**config.mk**
```make
export PLATFORM = sky130hd
export DESIGN_NAME = controlador_pi
export DESIGN_NICKNAME = d
export VERILOG_FILES = /design/src/rtl/controlador_pi_pkg.sv /design/src/rtl/controlador_pi_mult_q_sat.sv /design/src/rtl/controlador_pi.sv
export SDC_FILE = /design/constraint.sdc
export NUM_CORES = 1
export LEC_CHECK = 0
export CORE_AREA = 5 5 349 249
export DETAILED_ROUTE_END_ITERATION = 7
export DIE_AREA = 0 0 354 254
export GPL_ROUTABILITY_DRIVEN = 0
export GPL_TIMING_DRIVEN = 0
export SYNTH_ARGS = -nofsm -noshare
export SYNTH_HDL_FRONTEND = slang
export SYNTH_SLANG_ARGS = --single-unit
```
**constraint.sdc**
```tcl
create_clock -name clk -period 11.7 [get_ports clk]
set_input_delay 2.34 -clock clk [delete_from_list [all_inputs] [get_ports clk]]
set_output_delay 2.34 -clock clk [all_outputs]
set_load 0.005 [all_outputs]
```
**src/rtl/controlador_pi_pkg.sv**
```systemverilog
// Shared constants for the controlador_pi PI controller.
//   N        word width of setpoint, measurement, gains, error, integrator, output
//   F        fractional bits of the kp/ki gains (Q(N-F).F)
//   MAX/MIN  symmetric clip limits of an N-bit signed word
//   state_t  FSM encoding of the sequencer in controlador_pi
package controlador_pi_pkg;

  localparam int N = 18;
  localparam int F = 8;

  localparam logic signed [N-1:0] MAX = {1'b0, {(N-1){1'b1}}};
  localparam logic signed [N-1:0] MIN = {1'b1, {(N-1){1'b0}}};

  typedef enum logic [2:0] {
    IDLE = 3'd0,
    ERR  = 3'd1,
    MULP = 3'd2,
    MULI = 3'd3,
    SUM  = 3'd4
  } state_t;

endpackage

```
**src/rtl/controlador_pi_mult_q_sat.sv**
```systemverilog
// mult_q_sat: combinational signed N x N multiply, arithmetic shift right by F
// (floor toward -inf), then clip to the N-bit range [MIN, MAX].
// Ports:
//   a, b  in  N  signed operands (one Q(N-F).F gain, one integer-scaled value)
//   q     out N  saturated, integer-scaled product
module mult_q_sat
  import controlador_pi_pkg::*;
(
  input  logic signed [N-1:0] a,
  input  logic signed [N-1:0] b,
  output logic signed [N-1:0] q
);

  localparam logic signed [2*N-1:0] MAX_W = MAX;
  localparam logic signed [2*N-1:0] MIN_W = MIN;

  logic signed [2*N-1:0] prod;
  logic signed [2*N-1:0] shifted;

  function automatic logic signed [N-1:0] sat_2n(input logic signed [2*N-1:0] v);
    if (v > MAX_W)      return MAX;
    else if (v < MIN_W) return MIN;
    else                return v[N-1:0];
  endfunction

  assign prod    = a * b;
  assign shifted = prod >>> F;
  assign q       = sat_2n(shifted);

endmodule

```
**src/rtl/controlador_pi.sv**
```systemverilog
// controlador_pi: discrete PI controller, u = Kp*e + Ki*sum(e), one update per
// start tick, sequenced IDLE -> ERR -> MULP -> MULI -> SUM -> IDLE over a single
// shared multiply/shift/saturate datapath.
// Optional build macro CONTROLADOR_PI_ANTIWINDUP_EN: conditional-integration
// anti-windup (the integrator holds while the output is clipped and the error
// pushes further in the same direction).
// Ports:
//   clk       in  1  system clock
//   reset     in  1  synchronous, active-high reset
//   start     in  1  sample tick, accepted only in IDLE
//   setpoint  in  N  signed reference (named setpoint because 'ref' is a keyword)
//   y         in  N  signed plant measurement
//   kp, ki    in  N  signed gains, Q(N-F).F
//   u         out N  signed controller output, registered
//   done      out 1  one-cycle pulse when u has been updated
//   busy      out 1  high while the FSM is not in IDLE
module controlador_pi
  import controlador_pi_pkg::*;
(
  input  logic                clk,
  input  logic                reset,
  input  logic                start,
  input  logic signed [N-1:0] setpoint,
  input  logic signed [N-1:0] y,
  input  logic signed [N-1:0] kp,
  input  logic signed [N-1:0] ki,
  output logic signed [N-1:0] u,
  output logic                done,
  output logic                busy
);

  localparam logic signed [N:0] MAX_W = MAX;
  localparam logic signed [N:0] MIN_W = MIN;

  state_t              state;
  logic signed [N-1:0] sp_r, y_r, kp_r, ki_r;
  logic signed [N-1:0] e, acc, p, i_term;
  logic signed [N:0]   diff, acc_sum, out_sum;
  logic signed [N-1:0] e_next;
  logic signed [N-1:0] mul_a, mul_b, mul_q;
  logic                hold_acc;

  function automatic logic signed [N-1:0] sat_n1(input logic signed [N:0] v);
    if (v > MAX_W)      return MAX;
    else if (v < MIN_W) return MIN;
    else                return v[N-1:0];
  endfunction

  function automatic logic clipped(input logic signed [N:0] v);
    return (v > MAX_W) || (v < MIN_W);
  endfunction

  // All sums are formed one bit wider than the operands so clipping never wraps.
  assign diff    = {sp_r[N-1], sp_r} - {y_r[N-1], y_r};
  assign e_next  = sat_n1(diff);
  assign acc_sum = {acc[N-1], acc} + {e_next[N-1], e_next};
  assign out_sum = {p[N-1], p} + {i_term[N-1], i_term};

  // Shared multiplier: proportional operands in MULP, integral operands in MULI.
  assign mul_a = (state == MULI) ? ki_r : kp_r;
  assign mul_b = (state == MULI) ? acc  : e;

  mult_q_sat u_mult (
    .a (mul_a),
    .b (mul_b),
    .q (mul_q)
  );

`ifdef CONTROLADOR_PI_ANTIWINDUP_EN
  logic sat_flag;
  // Integrating further in the direction the output is already clipped only winds up.
  assign hold_acc = sat_flag && (e_next != '0) && (e_next[N-1] == u[N-1]);
`else
  assign hold_acc = 1'b0;
`endif

  always_ff @(posedge clk) begin
    if (reset) begin
      state <= IDLE;
      busy  <= 1'b0;
      done  <= 1'b0;
      u     <= '0;
      acc   <= '0;
`ifdef CONTROLADOR_PI_ANTIWINDUP_EN
      sat_flag <= 1'b0;
`endif
    end else begin
      done <= 1'b0;
      case (state)
        IDLE: begin
          if (start) begin
            busy  <= 1'b1;
            state <= ERR;
          end
        end
        ERR: begin
          if (!hold_acc) acc <= sat_n1(acc_sum);
          state <= MULP;
        end
        MULP: state <= MULI;
        MULI: state <= SUM;
        SUM: begin
          u     <= sat_n1(out_sum);
`ifdef CONTROLADOR_PI_ANTIWINDUP_EN
          sat_flag <= clipped(out_sum);
`endif
          done  <= 1'b1;
          busy  <= 1'b0;
          state <= IDLE;
        end
        default: begin
          busy  <= 1'b0;
          state <= IDLE;
        end
      endcase
    end
  end

  // Operand capture and intermediate terms carry no reset; each is written before use.
  always_ff @(posedge clk) begin
    case (state)
      IDLE: begin
        if (start) begin
          sp_r <= setpoint;
          y_r  <= y;
          kp_r <= kp;
          ki_r <= ki;
        end
      end
      ERR:     e      <= e_next;
      MULP:    p      <= mul_q;
      MULI:    i_term <= mul_q;
      default: ;
    endcase
  end

`ifndef CONTROLADOR_PI_ANTIWINDUP_EN
  logic unused_clip;
  assign unused_clip = clipped(out_sum);
`endif

endmodule

```
After elaboration in Yosys (flattened, before gate mapping)
Index checks and enable logic that the tools add are counted.
{"block": "word_totals", "ff_bits": 167, "output_inout_bits": 20, "word_cells": 49}
{"block": "classes", "add_sub_neg": 3, "multipliers": 1, "magnitude_cmp": 8, "eq_ne": 5, "muxes": 15, "bitwise_logic": 1, "n_reduce_logical": 4}
{"op": "$mux 18", "n": 10}
{"op": "$gt 19x18->1 const B", "n": 3}
{"op": "$lt 19x18->1 const B", "n": 3}
{"op": "$add 18x18->19", "n": 2}
{"op": "$mul 18x18->36", "n": 1}
{"op": "$gt 28x18->1 const B", "n": 1}
{"op": "$lt 28x18->1 const B", "n": 1}
{"op": "$sub 18x18->19", "n": 1}
{"op": "$pmux 3 s4", "n": 1}
{"op": "$eq 3x2->1 const B", "n": 2}
{"op": "$reduce_and 2->1", "n": 2}
{"op": "$eq 3x1->1 const B", "n": 1}
{"op": "$eq 3x3->1 const B", "n": 1}
{"op": "$logic_not 3->1", "n": 1}
{"op": "$mux 3", "n": 1}
{"op": "$reduce_or 3->1", "n": 1}
{"op": "$mux 1", "n": 2}
{"op": "$ne 2x2->1 const B", "n": 1}
{"op": "$pmux 1 s2", "n": 1}
{"op": "$not 1->1", "n": 1}

Longest topological paths before layout
Gate-level depths: netlist of run 1.
{"block": "logic_depth", "word_depth": 8, "mapped_depth": 34, "depth_no_buf": 29}

Cells and area by module
Synthesis of run 1 repeated with hierarchy kept, for this count alone.
{"block": "hier_totals", "hier_cells": 2170, "hier_area_um2": 21222.9}
{"mod": "mult_q_sat", "n_inst": 1, "cells_each": 1369, "area_per_inst_um2": 12395.6, "seq_area_each_um2": 0.0}
{"mod": "controlador_pi", "n_inst": 1, "cells_each": 801, "area_per_inst_um2": 8827.2, "seq_area_each_um2": 4604.4}

Worst setup path after synthesis of run 1
Ideal clock, no wire load.
{"block": "synth_timing", "path_kind": "input to register", "from": "input port start", "to": "register ki_r[0], enable pin", "setup_time_ps": 708, "t_arrival_ps": 9698, "slack_ps": 1294, "cell_stages": 1, "n_path_buf": 0, "cell_sequence": "nor4b_1"}
{"block": "synth_via", "elab_chain_cells": 1}
{"item": "start, declared", "line": "controlador_pi.sv:22", "text": "input logic start,"}
{"item": "$reduce_and 2->1 (no source line)"}
{"item": "end signal, assigned", "line": "controlador_pi.sv:127", "text": "ki_r <= ki;"}
{"item": "end, declared", "line": "controlador_pi.sv:36", "text": "logic signed [N-1:0] sp_r, y_r, kp_r, ki_r;"}
No other way between the ends.
A chain may end at the register's enable or synchronous reset.

Worst setup path after layout of run 1
{"block": "layout_timing", "from": "register state[2]", "to": "register p[0] (data pin)"}
{"block": "layout_via", "elab_chain_cells": 6}
{"item": "start, declared", "line": "controlador_pi.sv:35", "text": "state_t state;"}
{"item": "start signal, assigned", "line": "controlador_pi.sv:79", "text": "state <= IDLE;"}
{"item": "start signal, assigned", "line": "controlador_pi.sv:93", "text": "state <= ERR;"}
{"item": "start signal, assigned", "line": "controlador_pi.sv:98", "text": "state <= MULP;"}
{"item": "$eq 3x2->1 *", "line": "controlador_pi.sv:60, controlador_pi.sv:61"}
{"item": "$mux 18, on equally long branches", "line": "controlador_pi.sv:60, controlador_pi.sv:61"}
{"item": "$mul 18x18->36 *", "line": "controlador_pi_mult_q_sat.sv:26", "text": "assign prod = a * b;"}
{"item": "$lt 28x18->1", "line": "controlador_pi_mult_q_sat.sv:22", "text": "else if (v < MIN_W) return MIN;"}
{"item": "$mux 18", "line": "controlador_pi_mult_q_sat.sv:22"}
{"item": "$mux 18 *", "line": "controlador_pi_mult_q_sat.sv:21", "text": "if (v > MAX_W) return MAX;"}
{"item": "named net mul_q[0]", "line": "controlador_pi.sv:40", "text": "logic signed [N-1:0] mul_a, mul_b, mul_q;"}
{"item": "end signal, assigned", "line": "controlador_pi.sv:131", "text": "MULP: p <= mul_q;"}
{"item": "end, declared", "line": "controlador_pi.sv:37", "text": "logic signed [N-1:0] e, acc, p, i_term;"}
The timed path passes the listed nets; every way through them passes the cells marked *.

==> results.cfg, run 1 <==
[drt]
detail_route.drc_violations = 0
ant_nets = 0
route.vias.total = 15200
vias_per_cell = 4.52
drtPass1Iterations = 6
route.final.wire_length_um = 55500
drt_first_iter_violations = 1227
routed_wire_length_per_instance_um = 16.5

[yosys]
postSynthNetCount = 2681
yosys_most_used_dff = sky130_fd_sc_hd__edfxtp_1
synth-edff-count = 126
synth_cell_types = 73
netlist_instances = 2133
yosys_reg_bits = 167
syn-cell-area_sq_mm = 0.0206
synth_area_per_cell_sq_um = 9.65
yosysSeqAreaShare = 0.224
async_reset_ff_frac = 0
ys.warnings.count = 0

[final_layout]
area_growth_syn_to_layout_pct = 15.0
antennaDiodeCount = 0
final_common_cell = sky130_fd_sc_hd__inv_1
layout-drive-gt1-share = 0.0401
nFillCells = 8713
layout_common_cells = sky130_fd_sc_hd__inv_1, sky130_fd_sc_hd__fa_1, sky130_fd_sc_hd__nand2_1
nets = 2806

[clocking]
post_cts_resized = 0
tritoncts = built
clk_root_buffer_cell = sky130_fd_sc_hd__clkbuf_16
postCtsSetupBuffers = 0
htreeDepth = 4
worstSkewPairLatency_ns = 0.47
cts-hold-fix-buffers = 0
cts_buffer_depth = 2
clkTransAtPathRegs_ns = 0.07
cts_num_sinks = 167
cts_made_buffers = 17

[global_routing]
grt.overflow.total = 0
first_global_vias = 15700
grt_util_all_layers = 0.128
global_route_wire_length_before_repair_um = 89100
number_of_antenna_violations_at_the_first_check_in_global_routing = 1
grt_max_degree = 28

[critical_path]
critPathCaptureType = register
critical_path_class = reg2reg
critical_path_arrival_ns = 11.29
crit_path_max_incr_delay_ns = 0.86
crit_path_required_time_ns = 11.84
top_cell_by_count_worst_path = sky130_fd_sc_hd__fa_1
cpMaxStageDelayCell = sky130_fd_sc_hd__mux2i_1
highest_fanout_seen_on_the_critical_path = 10
worst-r2r-cell-count = 28
critical_path.startpoint_type = register

[outcome]
result_of_the_run = complete, but fails checks
violations = capacitance limit, slew limit

[sta]
final_min_period_over_clock_period = 0.953
post_route_setup_tns_ns = 0
fin_hold_viols = 0
slew_headroom = -0.0107
fin_crit_ns = 11.15
finClkSkew_ns = 0.0160
drv_slew = 1
max_freq_mhz = 89.7
final-setup-viol-count = 0
tightest_pin_transition_ns = 1.47
unrepaired_setup_endpoints_after_global_routing = false

[worst_hold_path]
min_path_cells = 2
hold_path_class = reg2reg

[floorplanning]
rows = 89
ioPinCount = 95
initial_utilization = 0.247
fp.dieArea_sq_mm = 0.0899
fp.coreArea_sq_mm = 0.0832
chipWidth_um = 354
dieHeight_um = 254

[placed_design]
hpwlAfterDp_um = 46800
port-buffer-count = 93

[job]
max-cap-violations = 3
[registers in the layout, summed over array words and instances (netlist names)]
register	flops
done	1
e	18
state	3
i_term	18
busy	1
acc	18
kp_r	18
u	18
ki_r	18
sp_r	18
p	18
y_r	18
[metal layers]
metal	up-vias	share of wire	global-route usage
li1	7037	-	-
met1	7507	0.47	0.184
met2	609	0.40	0.183
met3	44	0.12	0.0481
met4	2	0.011	0.0214
met5	-	0.0019	0.00842
[cell usage after synthesis, drive strengths merged, types with 8 or more instances]
| cell | number | area share |
|---|---|---|
| fa | 331 | 0.32 |
| and3 | 9 | 0.0027 |
| a311oi | 8 | 0.0034 |
| xor2 | 33 | 0.014 |
| xnor2 | 39 | 0.017 |
| nor2 | 237 | 0.043 |
| mux2i | 36 | 0.018 |
| o21a | 11 | 0.0040 |
| nor2b | 16 | 0.0049 |
| maj3 | 39 | 0.019 |
| o21bai | 9 | 0.0033 |
| edfxtp | 126 | 0.18 |
| a211oi | 31 | 0.012 |
| ha | 142 | 0.086 |
| nor3 | 17 | 0.0041 |
| o211ai | 8 | 0.0036 |
| dfxtp | 41 | 0.040 |
| nand2 | 281 | 0.051 |
| a21o | 28 | 0.011 |
| or3 | 9 | 0.0027 |
| nand2b | 13 | 0.0040 |
| o21ai | 45 | 0.013 |
| clkbuf | 45 | 0.0083 |
| a21oi | 60 | 0.015 |
| inv | 418 | 0.076 |
| nand3 | 14 | 0.0034 |
[path summary, 6_finish.rpt]
| path | start | to | slack (ns) |
|---|---|---|---|
| max | state[2] | p[0] | 0.55 |
| max reg2reg | state[2] | p[0] | 0.55 |
| min | u[6] | u[6] | 0.47 |
| min reg2reg | u[6] | u[6] | 0.47 |
[cell type report]
type	instances	area [sq um]	area share
Sequential cell	167	4600	0.195
Clock inverter	15	230	0.00973
Inverter	419	1570	0.0665
Multi-Input combinational cell	1495	14200	0.600
Timing Repair Buffer	106	1040	0.0438
Tap cell	1092	1370	0.0577
Clock buffer	17	425	0.0180
Buffer	52	225	0.00952
[cells by family (layout without fill, tap and decap cells)]
| group | Yosys count | after routing | synth area share |
|---|---|---|---|
| fa+ha+maj | 512 | 512 | 0.427 |
| buf+inv | 471 | 609 | 0.0873 |
| compound gates | 243 | 243 | 0.0824 |
| simple gates | 630 | 630 | 0.129 |
| xor+xnor | 72 | 72 | 0.0307 |
| flops | 167 | 167 | 0.224 |
| mux | 38 | 38 | 0.0192 |
[stage by stage]
| stage | area (sq um) | hold WS [ns] | utilization | cells | setup WS, ns |
|---|---|---|---|---|---|
| floorplan | 20600 | 0.449 | - | 2133 | 1.29 |
| global placement | 22900 | 0.452 | 0.275 | 3318 | -3.55 |
| detailed placement | 23000 | 0.455 | 0.276 | 3330 | 0.692 |
| CTS | 23700 | 0.473 | 0.284 | 3362 | 0.657 |
| global route | 23700 | 0.505 | 0.284 | 3363 | 0.0818 |
| finish | 23700 | 0.466 | 0.284 | 3363 | 0.548 |
[critical path, delay by kind of cell (launching register included)]
family	cells	cell delay [ns]
flops	1	0.32
simple gates	3	0.50
mux	1	0.86
compound gates	8	3.01
fa+ha+maj	7	3.44
xor+xnor	1	0.79
buf+inv	8	1.84
Power of run 1 is not shown: default switching activity piles up to over one toggle a cycle in this logic, so the estimate is an artifact.
==> run 2: changes to the inputs <==
--- a/config.mk
+++ b/config.mk
@@ -10,6 +10,7 @@
 export DIE_AREA = 0 0 354 254
 export GPL_ROUTABILITY_DRIVEN = 0
 export GPL_TIMING_DRIVEN = 0
+export PLACE_DENSITY = 0.5
 export SYNTH_ARGS = -nofsm -noshare
 export SYNTH_HDL_FRONTEND = slang
 export SYNTH_SLANG_ARGS = --single-unit
==> run 2 against run 1 <==
The flow now finishes without violations. Hold slack worse by 0.0062 ns. Final area down 0.11%. Sequential share of layout area hardly changed. Flip-flop and latch count stayed put. Final cell count stayed put. Critical path depth increased by 1. Via count down 1.6%. Worst setup slack better by 0.015 ns. Maximum frequency grew 0.14%. Clock skew grew 0.0040 ns. Routed wire length up 2.7%. Non-clock buffer count stayed put. Highest routed layer unchanged.
==> results.cfg, run 2 (same netlist as run 1, synthesis figures left out) <==
[critical_path]
reg2reg_slack_ns = 0.56
top_cell_by_count_worst_path = sky130_fd_sc_hd__fa_1
highest_fanout_seen_on_the_critical_path = 10
crit_buf_inv = 9
cpMaxStageDelayCell = sky130_fd_sc_hd__mux2i_1
critical_path_arrival_ns = 11.33
critPathCaptureType = register
cp_top_family = adder cells
critical_path_class = reg2reg
regToRegEndpoint = i_term[14]
worst-r2r-cell-count = 29
crit_path_max_incr_delay_ns = 0.87
crit_path_required_time_ns = 11.90
worst_r2r_startpoint = state[2]
critical_path.startpoint_type = register

[final_layout]
nFillCells = 8838
area.sequential_sq_mm = 0.00460
layout_common_cells = sky130_fd_sc_hd__inv_1, sky130_fd_sc_hd__fa_1, sky130_fd_sc_hd__nand2_1
antennaDiodeCount = 0
nets = 2806
layout-drive-gt1-share = 0.0418
multi_input_area_sq_mm = 0.0142
area_growth_syn_to_layout_pct = 14.9
final_common_cell = sky130_fd_sc_hd__inv_1

[sta]
unrepaired_setup_endpoints_after_global_routing = false
postLayoutSetupSlackWorst_ns = 0.563
final.hold.worst_slack_ns = 0.460
final-setup-viol-count = 0
max_freq_mhz = 89.8
drv_slew = 0
slew_headroom = 0.0266
post_route_setup_tns_ns = 0
finClkSkew_ns = 0.0200
fin_hold_viols = 0
fin_crit_ns = 11.14
final_min_period_over_clock_period = 0.952
tightest_pin_transition_ns = 1.42

[floorplanning]
ioPinCount = 95
chipWidth_um = 354
initial_utilization = 0.247
fp.dieArea_sq_mm = 0.0899
fp.coreArea_sq_mm = 0.0832
rows = 89
dieHeight_um = 254

[drt]
ant_nets = 0
drt_first_iter_violations = 995
route.final.wire_length_um = 57000
routed_wire_length_per_instance_um = 16.9
drtPass1Iterations = 6
route.vias.total = 15000
vias_per_cell = 4.45
detail_route.drc_violations = 0

[job]
max-cap-violations = 0

[clocking]
postCtsSetupBuffers = 0
cts_buffer_depth = 2
post_cts_resized = 0
clk_root_buffer_cell = sky130_fd_sc_hd__clkbuf_16
cts_made_buffers = 17
worstSkewPairLatency_ns = 0.47
tritoncts = built
cts_num_sinks = 167
htreeDepth = 4
clkTransAtPathRegs_ns = 0.07
cts-hold-fix-buffers = 0

[global_routing]
first_global_vias = 15200
global_route_wire_length_before_repair_um = 90200
grt.overflow.total = 0
number_of_antenna_violations_at_the_first_check_in_global_routing = 3
grt_max_degree = 28
grt_util_all_layers = 0.131

[worst_hold_path]
min_path_cells = 2
hold_start = u[15]
timing.hold.worst_endpoint = u[15]
hold_path_class = reg2reg

[placed_design]
preCtsSetupSlack_ns = 0.408
hpwlAfterDp_um = 48300
port-buffer-count = 93

[outcome]
result_of_the_run = complete, no violations
[run 2: worst max path at each step]
stage,from,to,cells past startpoint
global route,state[2],i_term[11],29
finish,state[2],i_term[14],29
CTS,state[2],p[11],29
global placement,start,kp_r[11],2
detailed placement,state[2],p[11],29
floorplan,start,ki_r[0],1
[run 2: layout make-up]
cell class | count | area share
Clock buffer | 18 | 0.0186
Buffer | 52 | 0.00953
Timing Repair Buffer | 106 | 0.0445
Clock inverter | 14 | 0.00662
Inverter | 419 | 0.0665
Tap cell | 1092 | 0.0578
Sequential cell | 167 | 0.195
Multi-Input combinational cell | 1495 | 0.602
[run 2: per-layer routing]
metal  vias up  GRT usage  wire, um
met5         -          0         7
met2       458      0.178     21800
met1      7422      0.199     29000
met4         2     0.0215       463
li1       7050          -         -
met3        29     0.0463      5680
[run 2: worst min-delay path: cells and delay by family (launching register included)]
family	cells	cell delay [ns]
AO/OA/AOI/OAI	1	0.05
AND/OR/NAND/NOR	1	0.04
flip-flops	1	0.33
[run 2: per-stage QoR]
step,std cells,instance area (sq um),util
after floorplan,2133,20600,-
after global placement,3318,22900,0.275
after detailed placement,3330,23000,0.277
after CTS,3362,23600,0.284
after global routing,3363,23600,0.284
final,3363,23600,0.284
Power of run 2 is left out for the same reason.
